`src/rtl/inst_fetch_ctrl.sv`:
```
// rtl/inst_fetch_ctrl.sv - instruction fetch sequencer with ROM label pre-scan and branch resolution
module inst_fetch_ctrl #(
    parameter int unsigned SCAN_DEPTH = 256,
    parameter logic [7:0]  HALT_OPC   = 8'hE0,
    parameter logic [7:0]  FILL_OPC   = 8'hFF
) (
    input  logic       clk_i,
    input  logic       rst_n_i,
    output logic [7:0] rom_addr_o,
    input  logic [7:0] rom_data_i,
    input  logic       start_i,
    output logic [7:0] inst_o,
    output logic [7:0] inst_pc_o,
    output logic       inst_valid_o,
    input  logic       inst_ready_i,
    input  logic       branch_valid_i,
    input  logic [3:0] branch_label_i,
    output logic       scan_done_o,
    output logic       done_o,
    output logic       err_o
);

    typedef enum logic [1:0] {
        ST_SCAN,
        ST_IDLE,
        ST_RUN,
        ST_HALTED
    } state_t;

    localparam logic [7:0] SCAN_LAST = 8'(SCAN_DEPTH - 1);

    state_t      state;
    logic [7:0]  scan_cnt;
    logic [7:0]  pc;
    logic [7:0]  lbl_addr [0:14];
    logic [14:0] lbl_found;
    // settle: one dead cycle after start/branch before the first fetch at the new PC
    logic        settle;
    // halt_pend: the halt instruction sits in the output slot, fetching is frozen
    logic        halt_pend;

    logic        is_label;
    logic        xfer;
    logic        slot_free;
    logic        lbl_hit;
    logic [7:0]  lbl_tgt;

    // Instruction classification and branch-target lookup
    always_comb begin
        is_label  = (rom_data_i[7:4] == 4'hF) && (rom_data_i != FILL_OPC);
        xfer      = inst_valid_o && inst_ready_i;
        slot_free = !inst_valid_o || xfer;
        lbl_hit   = 1'b0;
        lbl_tgt   = 8'h00;
        if (branch_label_i != 4'hF) begin
            lbl_hit = lbl_found[branch_label_i];
            lbl_tgt = lbl_addr[branch_label_i] + 8'd1;
        end
    end

    // ROM address: scan counter while scanning, PC while running or halted
    always_comb begin
        case (state)
            ST_SCAN:           rom_addr_o = scan_cnt;
            ST_RUN, ST_HALTED: rom_addr_o = pc;
            default:           rom_addr_o = 8'h00;
        endcase
    end

    // Main sequencer: label scan, fetch/issue, branch redirect, halt and faults
    always_ff @(posedge clk_i or negedge rst_n_i) begin
        if (!rst_n_i) begin
            state        <= ST_SCAN;
            scan_cnt     <= 8'h00;
            pc           <= 8'h00;
            lbl_found    <= '0;
            for (int i = 0; i < 15; i++) begin
                lbl_addr[i] <= 8'h00;
            end
            settle       <= 1'b0;
            halt_pend    <= 1'b0;
            inst_o       <= 8'h00;
            inst_pc_o    <= 8'h00;
            inst_valid_o <= 1'b0;
            scan_done_o  <= 1'b0;
            done_o       <= 1'b0;
            err_o        <= 1'b0;
        end else begin
            case (state)
                ST_SCAN: begin
                    if (is_label && (rom_data_i[3:0] != 4'hF) && !lbl_found[rom_data_i[3:0]]) begin
                        lbl_addr[rom_data_i[3:0]]  <= scan_cnt;
                        lbl_found[rom_data_i[3:0]] <= 1'b1;
                    end
                    if (scan_cnt == SCAN_LAST) begin
                        state       <= ST_IDLE;
                        scan_done_o <= 1'b1;
                    end else begin
                        scan_cnt <= scan_cnt + 8'd1;
                    end
                end
                ST_IDLE, ST_HALTED: begin
                    if (start_i) begin
                        state     <= ST_RUN;
                        pc        <= 8'h00;
                        err_o     <= 1'b0;
                        done_o    <= 1'b0;
                        settle    <= 1'b1;
                        halt_pend <= 1'b0;
                    end
                end
                ST_RUN: begin
                    if (branch_valid_i) begin
                        inst_valid_o <= 1'b0;
                        halt_pend    <= 1'b0;
                        if (lbl_hit) begin
                            pc     <= lbl_tgt;
                            settle <= 1'b1;
                        end else begin
                            err_o  <= 1'b1;
                            done_o <= 1'b1;
                            state  <= ST_HALTED;
                        end
                    end else if (halt_pend) begin
                        if (xfer) begin
                            inst_valid_o <= 1'b0;
                            halt_pend    <= 1'b0;
                            done_o       <= 1'b1;
                            state        <= ST_HALTED;
                        end
                    end else if (settle) begin
                        settle <= 1'b0;
                    end else if (slot_free) begin
                        if (is_label) begin
                            inst_valid_o <= 1'b0;
                            pc           <= pc + 8'd1;
                        end else if (rom_data_i == FILL_OPC) begin
                            inst_valid_o <= 1'b0;
                            err_o        <= 1'b1;
                            done_o       <= 1'b1;
                            state        <= ST_HALTED;
                        end else begin
                            inst_o       <= rom_data_i;
                            inst_pc_o    <= pc;
                            inst_valid_o <= 1'b1;
                            if (rom_data_i == HALT_OPC) begin
                                halt_pend <= 1'b1;
                            end else begin
                                pc <= pc + 8'd1;
                            end
                        end
                    end
                end
                default: state <= ST_SCAN;
            endcase
        end
    end

endmodule

```
`config.mk`:
```
export PLATFORM = sky130hd
export DESIGN_NAME = inst_fetch_ctrl
export DESIGN_NICKNAME = d
export VERILOG_FILES = /design/src/rtl/inst_fetch_ctrl.sv
export SDC_FILE = /design/constraint.sdc
export NUM_CORES = 1
export LEC_CHECK = 0
export BUFFER_PORTS_ARGS = -buffer_cell sky130_fd_sc_hd__buf_2
export CAP_MARGIN = 20
export CORE_MARGIN = 2
export CORE_UTILIZATION = 55
export CTS_CLUSTER_SIZE = 16
export DETAILED_ROUTE_END_ITERATION = 10
export PLACE_DENSITY = 0.7
export SETUP_SLACK_MARGIN = 0.3
export SLEW_MARGIN = 40
export SYNTH_ARGS = -nofsm -noshare
export SYNTH_HDL_FRONTEND = slang
export SYNTH_SLANG_ARGS = --single-unit
```
`constraint.sdc`:
```
create_clock -name clk_i -period 4.7 [get_ports clk_i]
set_input_delay 0.235 -clock clk_i [delete_from_list [all_inputs] [get_ports clk_i]]
set_output_delay 0.235 -clock clk_i [all_outputs]
set_load 0.03 [all_outputs]
```
==> metrics.md, run 1 <==
| Metric | Value |
|---|---|
| Initial Util | 56.0% |
| Ranking of synthesized cells by area | dfrtp_1 (52%), mux2_2 (19%), mux4_2 (7.2%), mux2i_1 (3.0%), nand2b_1 (1.4%) |
| Status | completed |
| Post-synth top area share | 51.6% |
| Skew-Pair Late Insertion Delay | 0.43 ns |
| Biggest area consumer among synthesized cells | dfrtp_1 |
| First-pass DRT Iterations | 5 |
| Die W | 128 um |
| Worst slack at placement | 1.74 ns |
| DR WL met2 | 9560 um |
| Clock Path Buffers | 2 |
| Kind of critical path | reg2reg |
| Min-Delay Path Class | in2reg |
| Clock Skews | 0.0146 ns |
| Final wirelength | 19200 um |
| Area of the multi-input gates | 3870 um^2 |
| Die area | 16400 um^2 |
| Kind of end point of the critical path | register |
| Slew HR | 47.7% |
| Synth Instances | 640 |
| First-pass GRT wire length | 30700 um |
| Yosys cell types | 58 |
| Non-filler cells, final | 865 |
| HPWL after DPL | 13000 um |
| Vias in the first global route | 5537 |
| Mapped Area | 8480 um^2 |
| CTS tree | yes |
| Clock transition at path regs | 0.07 ns |
| RSZ-0062 raised after global routing | false |
| Pins over their slew limit | 0 |
| Final nets | 685 |
| 1st-iter DRT viols | 403 |
| FILL cells | 1183 |
| Synth top cells by count | dfrtp_1 (175), mux2_2 (141), mux4_2 (27), nand2_1 (26) |
| Dpl cells | 833 |
| GRT Overall Usage | 24.9% |
| Max-cap violation count | 0 |
| Synth Flop Type | dfrtp_1 |
| Layout cells sized above 1 | 39.1% |
| Post-synth ARST share | 100% |
| Startpoint types | register |
| Endpoints failing setup | 0 |
| # diodes | 0 |
| Top sig layer | met4 |
| Overall power | 0.00367 W |
| Yosys reg bits | 175 |
| Final worst-path cycle share | 59.5% |
| RD Place Congestion | 0.828 |
| Most common cell in the netlist | dfrtp_1 |
| Clock period minus final worst setup slack | 2.79 ns |
| Largest net degree at the start of global routing | 90 |
| Vias after detailed routing | 5377 |
| Die Height | 128 um |
| Port Buffer Count | 44 |
| P_leak | 4.54 nW |
| Drt wl/cell | 22.1 um |
| Post-synth EDFFs | 0 |
| CTS buffer count | 17 |
| Final instance area | 9380 um^2 |
| FF/Latch Area | 4380 um^2 |
| Worst Path Required | 5.00 ns |
| Crit path max fanout | 9 |
| Antenna violations before repair | 0 |
| Setup TNS | 0 ns |
| Final Hold Fails | 0 |
| DRT antenna net count | 0 |
| Post-CTS Repair Setup Buffers | 0 |
| Arrival time worst endpoint | 3.10 ns |
| Met3 WL | 677 um |
| Setup slack after layout | 1.91 ns |
| Total number of yosys warnings | 0 |
| Drt via density | 6.22 |
| Syn Area/Cell | 13.3 um^2 |
| Worst VDD drop | 0.256 mV |
| Gates resized, CTS repair | 0 |
| Layout area overhead | 10.6% |
| H-tree levels | 4 |
| Placed inst area | 8770 um^2 |
| Fmax | 358 MHz |
| Metal-1 WL | 8620 um |
| Worst slew pin tran | 0.785 ns |
| Synth Net Count | 660 |
| Grt ovf | 0 |
| # rows | 45 |
| Core outline area | 15100 um^2 |
| Sink Count | 175 |
| Power Density | 391 nW/um^2 |
| Post-synthesis sequential area ratio | 51.6% |
| CTS root buffer | clkbuf_16 |
| # IOs | 45 |
| DR DRC count | 0 |
-- metrics by stage --
| stage | hold slack, ns | utilization (%) |
|---|---|---|
| 6_report | 0.0674 | 61.9 |
| 3_3_place_gp | 0.349 | 57.9 |
| 5_1_grt | 0.0571 | 61.9 |
| 2_1_floorplan | -0.0606 | - |
| 3_5_place_dp | 0.364 | 57.9 |
| 4_1_cts | 0.0523 | 61.9 |
-- report_power, final --
part           switching [W]  total, W  internal, W
logic               0.000359  0.000552     0.000193
clock network       0.000573   0.00141     0.000839
registers           0.000109   0.00171      0.00160
total                0.00104   0.00367      0.00263
-- layout make-up --
type                            count  share of cell area [%]
Inverter                            7                   0.280
Sequential cell                   175                    46.7
Clock buffer                       23                    5.20
Timing Repair Buffer               49                    2.92
Multi-Input combinational cell    415                    41.3
Tap cell                          188                    2.51
Clock inverter                      8                    1.13
-- path summary, 6_finish.rpt --
check | startpoint | to | slack (ns) | depth (start not counted)
setup / recovery | lbl_found[8] | lbl_addr[107] | 1.91 | 7
hold / removal | rom_data_i[4] | inst_o[4] | 0.07 | 3
setup reg to reg | lbl_found[8] | lbl_addr[107] | 1.91 | 7
max in group asynchronous | rst_n_i | lbl_addr[38] | 3.20 | 3
hold reg to reg | lbl_addr[111] | lbl_addr[111] | 0.48 | 1
min in group asynchronous | rst_n_i | inst_o[0] | 0.43 | 2
-- timing repair --
action	in CTS	in global routing
hold endpoints to repair	87	0
setup endpoints to repair	0	0
hold buffers	1	0
-- placed cells by master, fill, tap and decap left out, types with 3 or more instances in the layout --
master,instances
nand2b_1,19
mux2i_1,25
xnor2_1,8
nor2_1,21
nor3b_1,3
o31a_1,3
a32oi_1,3
nand3_1,8
nand2_1,26
clkbuf_8,5
nor2_2,3
a221oi_1,4
o21ai_0,17
or2_2,11
dfrtp_1,175
nand4_1,4
mux4_2,27
clkbuf_16,17
a22o_1,9
mux2_2,141
a211oi_1,3
nor2b_1,4
buf_4,6
clkinv_4,3
buf_2,41
o2bb2ai_1,5
nor2_4,3
a21oi_1,13
inv_1,7
and2_1,4
xor2_1,4
ha_1,3
and3_1,11
-- sequential cells by signal, indices dropped and copies added, names as in the netlist --
| name | flops |
|---|---|
| lbl_found | 15 |
| state | 2 |
| halt_pend | 1 |
| lbl_addr | 120 |
| done_o | 1 |
| settle | 1 |
| inst_pc_o | 8 |
| scan_done_o | 1 |
| err_o | 1 |
| inst_o | 8 |
| inst_valid_o | 1 |
| pc | 8 |
| scan_cnt | 8 |
-- critical path, stage by stage (launching register included) --
cell and delay [ns]:
dfrtp_1 0.40, mux4_2 0.46, mux2i_1 0.14, mux2_2 0.19, and3_1 0.21, nand2b_1 0.25
nor3_4 0.60, mux2_2 0.41
-- cells by family after synthesis --
family	count (synthesis)	synth area share, %
adders and majority gates	3	0.443
buffers and inverters	50	2.69
DFF	175	51.6
AOI/OAI and AO/OA	78	6.54
xor gates and xnor gates	12	1.24
and+or+nand+nor	128	8.48
muxes	194	29.0
-- layer usage --
layer | GRT usage [%] | vias to the layer above
li1 | - | 2391
met1 | 33.6 | 2821
met2 | 41.5 | 142
met3 | 4.67 | 23
met4 | 7.18 | 0
met5 | 0 | -
(Power assumes the default switching activity.)
==> inputs of run 2 (changes only) <==
clock period = 2.6 ns   (was 4.7 ns; I/O delays follow)
==> run 2 against run 1 <==
  * Sequential power is 76% higher
  * Wire length is 9.8% higher
  * Via count is 7.2% higher
  * Highest routed layer unchanged
  * Utilization is 6.2 points higher
  * Sequential cell count stayed put
  * First-iteration DRC count is 3.2% higher
  * Largest cell class unchanged
  * Clock-buffer cell count is 4 lower
  * Hold slack worse by 0.00079 ns
  * Cell count is 8.1% higher
  * Design area is 10% higher
  * Largest power group unchanged
  * Fmax is 16% higher
  * Clock power is 85% higher
==> metrics.md, run 2 (same netlist as run 1, synthesis figures left out) <==
| Metric | Value |
|---|---|
| Power Density | 658 nW/um^2 (+68%) |
| Non-filler cells, final | 935 (+8.1%) |
| Worst VDD drop | 0.499 mV (+95%) |
| Startpoint types | register |
| GRT Overall Usage | 26.6% (+1.7 points) |
| Setup TNS | 0 ns (unchanged) |
| First-pass GRT wire length | 32900 um (+7.3%) |
| Max incr delay on CP | 0.48 ns (-0.12 ns) |
| Slew HR | 51.7% (+4.0 points) |
| Largest net degree at the start of global routing | 69 (-23%) |
| Worst Path Required | 2.91 ns (-2.09 ns) |
| Largest regs | lbl_addr (120), lbl_found (15) |
| Vias in the first global route | 5907 (+6.7%) |
| Die W | 128 um (unchanged) |
| First-pass DRT Iterations | 5 (unchanged) |
| Antenna violations before repair | 0 (unchanged) |
| Die Height | 128 um (unchanged) |
| Final Hold Fails | 0 (unchanged) |
| Drt wl/cell | 22.5 um (+1.5%) |
| Kind of end point of the critical path | register |
| Top reg by flops | lbl_addr |
| Status | completed |
| Max-cap violation count | 0 (unchanged) |
| # rows | 45 (unchanged) |
| HPWL after DPL | 13800 um (+6.0%) |
| Most frequent cells in the layout | dfrtp_1 (175), mux2_2 (95), buf_4 (50), mux2_4 (46), buf_2 (43) |
| Worst slew pin tran | 0.725 ns (-0.0600 ns) |
| Vias after detailed routing | 5765 (+7.2%) |
| CP max stage cell | mux4_2 |
| Clock Path Buffers | 2 (unchanged) |
| Cell-internal power | 0.00484 W (+84%) |
| Hold_ws | 0.0666 ns (-0.000790 ns) |
| Initial Util | 56.0% (unchanged) |
| DR DRC count | 0 (unchanged) |
| Port Buffer Count | 44 (unchanged) |
| Core outline area | 15100 um^2 (unchanged) |
| CTS root buffer | clkbuf_16 |
| CTS tree | yes |
| Layout area overhead | 21.7% |
| Sink Count | 175 (unchanged) |
| Number of flip-flops in the largest register | 120 (unchanged) |
| Dpl cells | 874 (+4.9%) |
| Final nets | 754 (+10%) |
| Endpoints failing setup | 0 (unchanged) |
| Min-Delay Path Class | in2reg |
| Clock period minus final worst setup slack | 2.41 ns (-0.383 ns) |
| Grt ovf | 0 (unchanged) |
| Pins over their slew limit | 0 (unchanged) |
| RD Place Congestion | 0.853 (+3.0%) |
| Fmax | 415 MHz (+16%) |
| # IOs | 45 (unchanged) |
| 1st-iter DRT viols | 416 (+3.2%) |
| # diodes | 0 (unchanged) |
| P_leak | 4.99 nW (+10%) |
| NetSw | 0.00195 W (+88%) |
| H-tree levels | 4 (unchanged) |
| Kind of critical path | reg2reg |
| Register share of total power | 44.3% (-2.2 points) |
| Clock Skews | 0.00886 ns (-0.00576 ns) |
| Skew-Pair Late Insertion Delay | 0.43 ns (about the same) |
| Die area | 16400 um^2 (unchanged) |
| Commonest non-fill, non-tap cell in the layout | dfrtp_1 |
| Drt via density | 6.17 (-0.81%) |
| RSZ-0062 raised after global routing | true |
| Combinational share of power | 17.3% (+2.3 points) |
| Final worst-path cycle share | 92.8% (+33 points) |
| Clock transition at path regs | 0.06 ns (about the same) |
| Final wirelength | 21000 um (+9.8%) |
| Layout cells sized above 1 | 45.9% (+6.8 points) |
| DRT antenna net count | 0 (unchanged) |
| Clk pwr share | 38.4% (about the same) |
| CP Cell Sequence | mux4_2 -> mux2i_1 -> mux2_4 -> and3_4 -> nand2b_4 -> buf_4 -> nor3_4 -> buf_12 -> mux2_1 |
| Arrival time worst endpoint | 2.72 ns (-0.38 ns) |
| Crit path max fanout | 9 (unchanged) |
| Switching share of power | 28.8% (+0.39 points) |
| CTS buffer count | 17 (unchanged) |
run 2: cell types whose count changed in the layout (fill, tap and decap cells not counted), sizes merged:
| cell | delta |
|---|---|
| bufinv | +1 |
| dlygate4sd3 | +5 |
| buf | +64 |
| inv | +2 |
| clkinvlp | +2 |
| clkbuf | -4 |
run 2: layout make-up:
cell class | count | area, um^2
fillers | 1039 | 4820
flip-flops and latches | 175 | 4380
multi-input cells | 415 | 4130
repair buffers | 118 | 946
clock buffers | 19 | 443
well taps | 188 | 235
clock inverters | 13 | 161
inverters | 7 | 26.3
run 2: path summary, 6_finish.rpt:
path,depth (start not counted),slack (ns),from,endpoint
worst max-delay path,9,0.19,lbl_found[11],lbl_addr[111]
worst min-delay path,4,0.07,inst_ready_i,inst_valid_o
worst max register to register,9,0.19,lbl_found[11],lbl_addr[111]
worst min register to register,2,0.49,err_o,err_o
max in group asynchronous,3,1.47,rst_n_i,lbl_addr[17]
min in group asynchronous,2,0.26,rst_n_i,inst_o[1]
run 2: what timing repair did:
action                     4_1_cts  5_1_grt
hold endpoints to repair        69        0
pin swaps                        4        8
setup endpoints to repair      117      127
resized for setup               39       44
hold buffers                     6        0
setup buffers                   14        7
gates cloned                     1        1
run 2: per-stage QoR:
step	utilization, %	area (um^2)	worst slack, ns	total power (W)
floorplan	-	8480	0.327	0.00379
global route	68.1	10300	0.0649	0.00707
CTS	66.5	10100	0.208	0.00680
finish	68.1	10300	0.188	0.00679
global placement	60.2	9120	0.0831	0.00417
detailed placement	60.2	9120	0.0174	0.00420
run 2: routing by layer:
metal / vias to the layer above / part of all wire [%] / wire (um) / track usage, %
met3: 31 / 3.9 / 810 / 4.63
met5: - / 0 / 0 / 0
li1: 2547 / - / - / -
met2: 164 / 50 / 10500 / 44.5
met4: 0 / 1.9 / 398 / 9.18
met1: 3023 / 44 / 9330 / 35.4
run 2: power by group through the flow:
stage	registers, W	clock network, W	logic [W]
after global routing	0.00303	0.00276	0.00127
after CTS	0.00301	0.00264	0.00115
after global placement	0.00305	0	0.00112
final	0.00301	0.00261	0.00117
after floorplan	0.00329	0	0.000500
after detailed placement	0.00306	0	0.00114
run 2: critical path, delay by kind of cell, from the launching register on:
kind          cells  cell delay [ns]
mux               4             1.19
flops             1             0.38
buf+inv           2             0.31
simple gates      3             0.41
==> inputs of run 3 (changes only) <==
MAX_ROUTING_LAYER = met4   (was unset)
==> run 3 against run 2 <==
  * Cell count increased by 0.11%
  * Die area is the same
  * Global-route usage increased by 0.80 points
  * Largest cell class unchanged
  * Critical path type unchanged
==> metrics.md, run 3 (same netlist as run 1, synthesis figures left out) <==
| Metric | Value |
|---|---|
| Status | completed |
| Power Density | 658 nW/um^2 (about the same) |
| Sink Count | 175 (unchanged) |
| Drt wl/cell | 22.4 um (-0.37%) |
| Largest net degree at the start of global routing | 69 (unchanged) |
| Vias after detailed routing | 5711 (-0.94%) |
| Largest delay share family, worst path | multiplexers |
| RD Place Congestion | 0.867 (+1.6%) |
| CTS buffer count | 17 (unchanged) |
| CP Depth | 9 (unchanged) |
| # rows | 45 (unchanged) |
| HPWL after DPL | 13800 um (unchanged) |
| Min-Delay Path Class | in2reg |
| CTS tree | yes |
| Antenna violations before repair | 0 (unchanged) |
| Max incr delay on CP | 0.48 ns (about the same) |
| Non-filler cells, final | 936 (+0.11%) |
| Die W | 128 um (unchanged) |
| Worst Reg-to-Reg Cells | 9 (unchanged) |
| Kind of critical path | reg2reg |
| # diodes | 0 (unchanged) |
| Endpoints failing setup | 0 (unchanged) |
| Slew HR | 52.6% (+0.92 points) |
| Setup TNS | 0 ns (unchanged) |
| Arrival time worst endpoint | 2.71 ns (about the same) |
| Final Hold Fails | 0 (unchanged) |
| First-pass GRT wire length | 33000 um (about the same) |
| GRT Overall Usage | 27.4% (+0.80 points) |
| Clock period minus final worst setup slack | 2.40 ns (-0.00852 ns) |
| Layout area overhead | 21.7% (about the same) |
| Final wirelength | 21000 um (-0.26%) |
| Fmax | 416 MHz (+0.35%) |
| Number of flip-flops in the largest register | 120 (unchanged) |
| Hold Path Stages | 4 (unchanged) |
| Final worst-path cycle share | 92.4% (-0.33 points) |
| Final nets | 755 (+0.13%) |
| Clock transition at path regs | 0.06 ns (about the same) |
| Vias in the first global route | 5912 (+0.085%) |
| Layout cells sized above 1 | 46.1% (+0.21 points) |
| Grt ovf | 0 (unchanged) |
| CP Cell Sequence | mux4_2 -> mux2i_1 -> mux2_4 -> and3_4 -> nand2b_4 -> buf_4 -> nor3_4 -> buf_12 -> mux2_1 |
| Die Height | 128 um (unchanged) |
| Commonest non-fill, non-tap cell in the layout | dfrtp_1 |
| Port Buffer Count | 44 (unchanged) |
| First-pass DRT Iterations | 5 (unchanged) |
| DR DRC count | 0 (unchanged) |
| Initial Util | 56.0% (unchanged) |
| Kind of end point of the critical path | register |
| Drt via density | 6.10 (-1.0%) |
| P_leak | 4.99 nW (about the same) |
| Worst VDD drop | 0.494 mV (-1.1%) |
| # IOs | 45 (unchanged) |
| 1st-iter DRT viols | 459 (+10%) |
| Worst slew pin tran | 0.711 ns (-0.0138 ns) |
| Most frequent cells in the layout | dfrtp_1 (175), mux2_2 (95), buf_4 (51), mux2_4 (46), buf_2 (43) |
| Clock Skews | 0.00828 ns (-0.000585 ns) |
| Core outline area | 15100 um^2 (unchanged) |
| Worst Path Required | 2.90 ns (about the same) |
| Max-cap violation count | 0 (unchanged) |
| Crit path max fanout | 9 (unchanged) |
| Dpl cells | 874 (unchanged) |
| CP max stage cell | mux4_2 |
| Skew-Pair Late Insertion Delay | 0.43 ns (about the same) |
| CTS root buffer | clkbuf_16 |
| Largest regs | lbl_addr (120), lbl_found (15) |
| Worst path bufs/invs | 2 (unchanged) |
| Pins over their slew limit | 0 (unchanged) |
| RSZ-0062 raised after global routing | true |
| Startpoint types | register |
| H-tree levels | 4 (unchanged) |
| Clock Path Buffers | 2 (unchanged) |
| DRT antenna net count | 0 (unchanged) |
| Top reg by flops | lbl_addr |
| Die area | 16400 um^2 (unchanged) |
| Overall power | 0.00679 W (about the same) |
## run 3: cell count changes in the layout (fill, tap and decap cells not counted), sizes merged
cell	change
buf	+1
## run 3: layer usage
layer  GRT usage [%]  routed length (um)  vias up
met5               -                   0        -
met4            9.18                 431        0
li1                -                   -     2550
met3            4.63                 858       34
met2            44.6               10500      166
met1            35.3                9200     2961
## run 3: power breakdown
group	switching [W]	leakage, nW	total, W	internal, W
clock	0.00106	0.286	0.00260	0.00154
sequential	0.000123	2.40	0.00301	0.00289
combinational	0.000759	2.30	0.00117	0.000414
## run 3: worst reg2reg max path: stages (launching register included)
cell	delay, ns
dfrtp_1	0.38
mux4_2	0.48
mux2i_1	0.17
mux2_4	0.20
and3_4	0.19
nand2b_4	0.06
buf_4	0.14
nor3_4	0.15
buf_12	0.17
mux2_1	0.35
## run 3: final timing paths
check	endpoint	start	slack (ns)
setup / recovery	lbl_addr[111]	lbl_found[11]	0.20
hold / removal	inst_valid_o	inst_ready_i	0.07
setup reg to reg	lbl_addr[111]	lbl_found[11]	0.20
hold reg to reg	err_o	err_o	0.49
max in group asynchronous	lbl_addr[111]	rst_n_i	1.48
min in group asynchronous	inst_o[1]	rst_n_i	0.26
## run 3: timing repair
action / in CTS / in global routing
hold endpoints to repair: 69 / 0
hold buffers: 6 / 0
setup endpoints to repair: 117 / 127
gates cloned: 1 / 1
pin swaps: 4 / 7
resized for setup: 39 / 43
setup buffers: 14 / 8
## run 3: final cells by class
cell class / count / area [um^2]
clock buffers: 19 / 443
clock inverters: 13 / 161
fillers: 1036 / 4820
inverters: 7 / 26.3
multi-input cells: 415 / 4130
flip-flops and latches: 175 / 4380
well taps: 188 / 235
repair buffers: 119 / 953
## run 3: metrics by stage
step                cell area [um^2]  utilization, %  hold WS (ns)  worst slack (ns)
floorplan                       8480               -        -0.166             0.327
finish                         10300            68.2        0.0668             0.196
detailed placement              9120            60.2         0.171            0.0174
global placement                9120            60.2         0.162            0.0831
CTS                            10100            66.5        0.0532             0.208
global route                   10300            68.2         0.109            0.0780
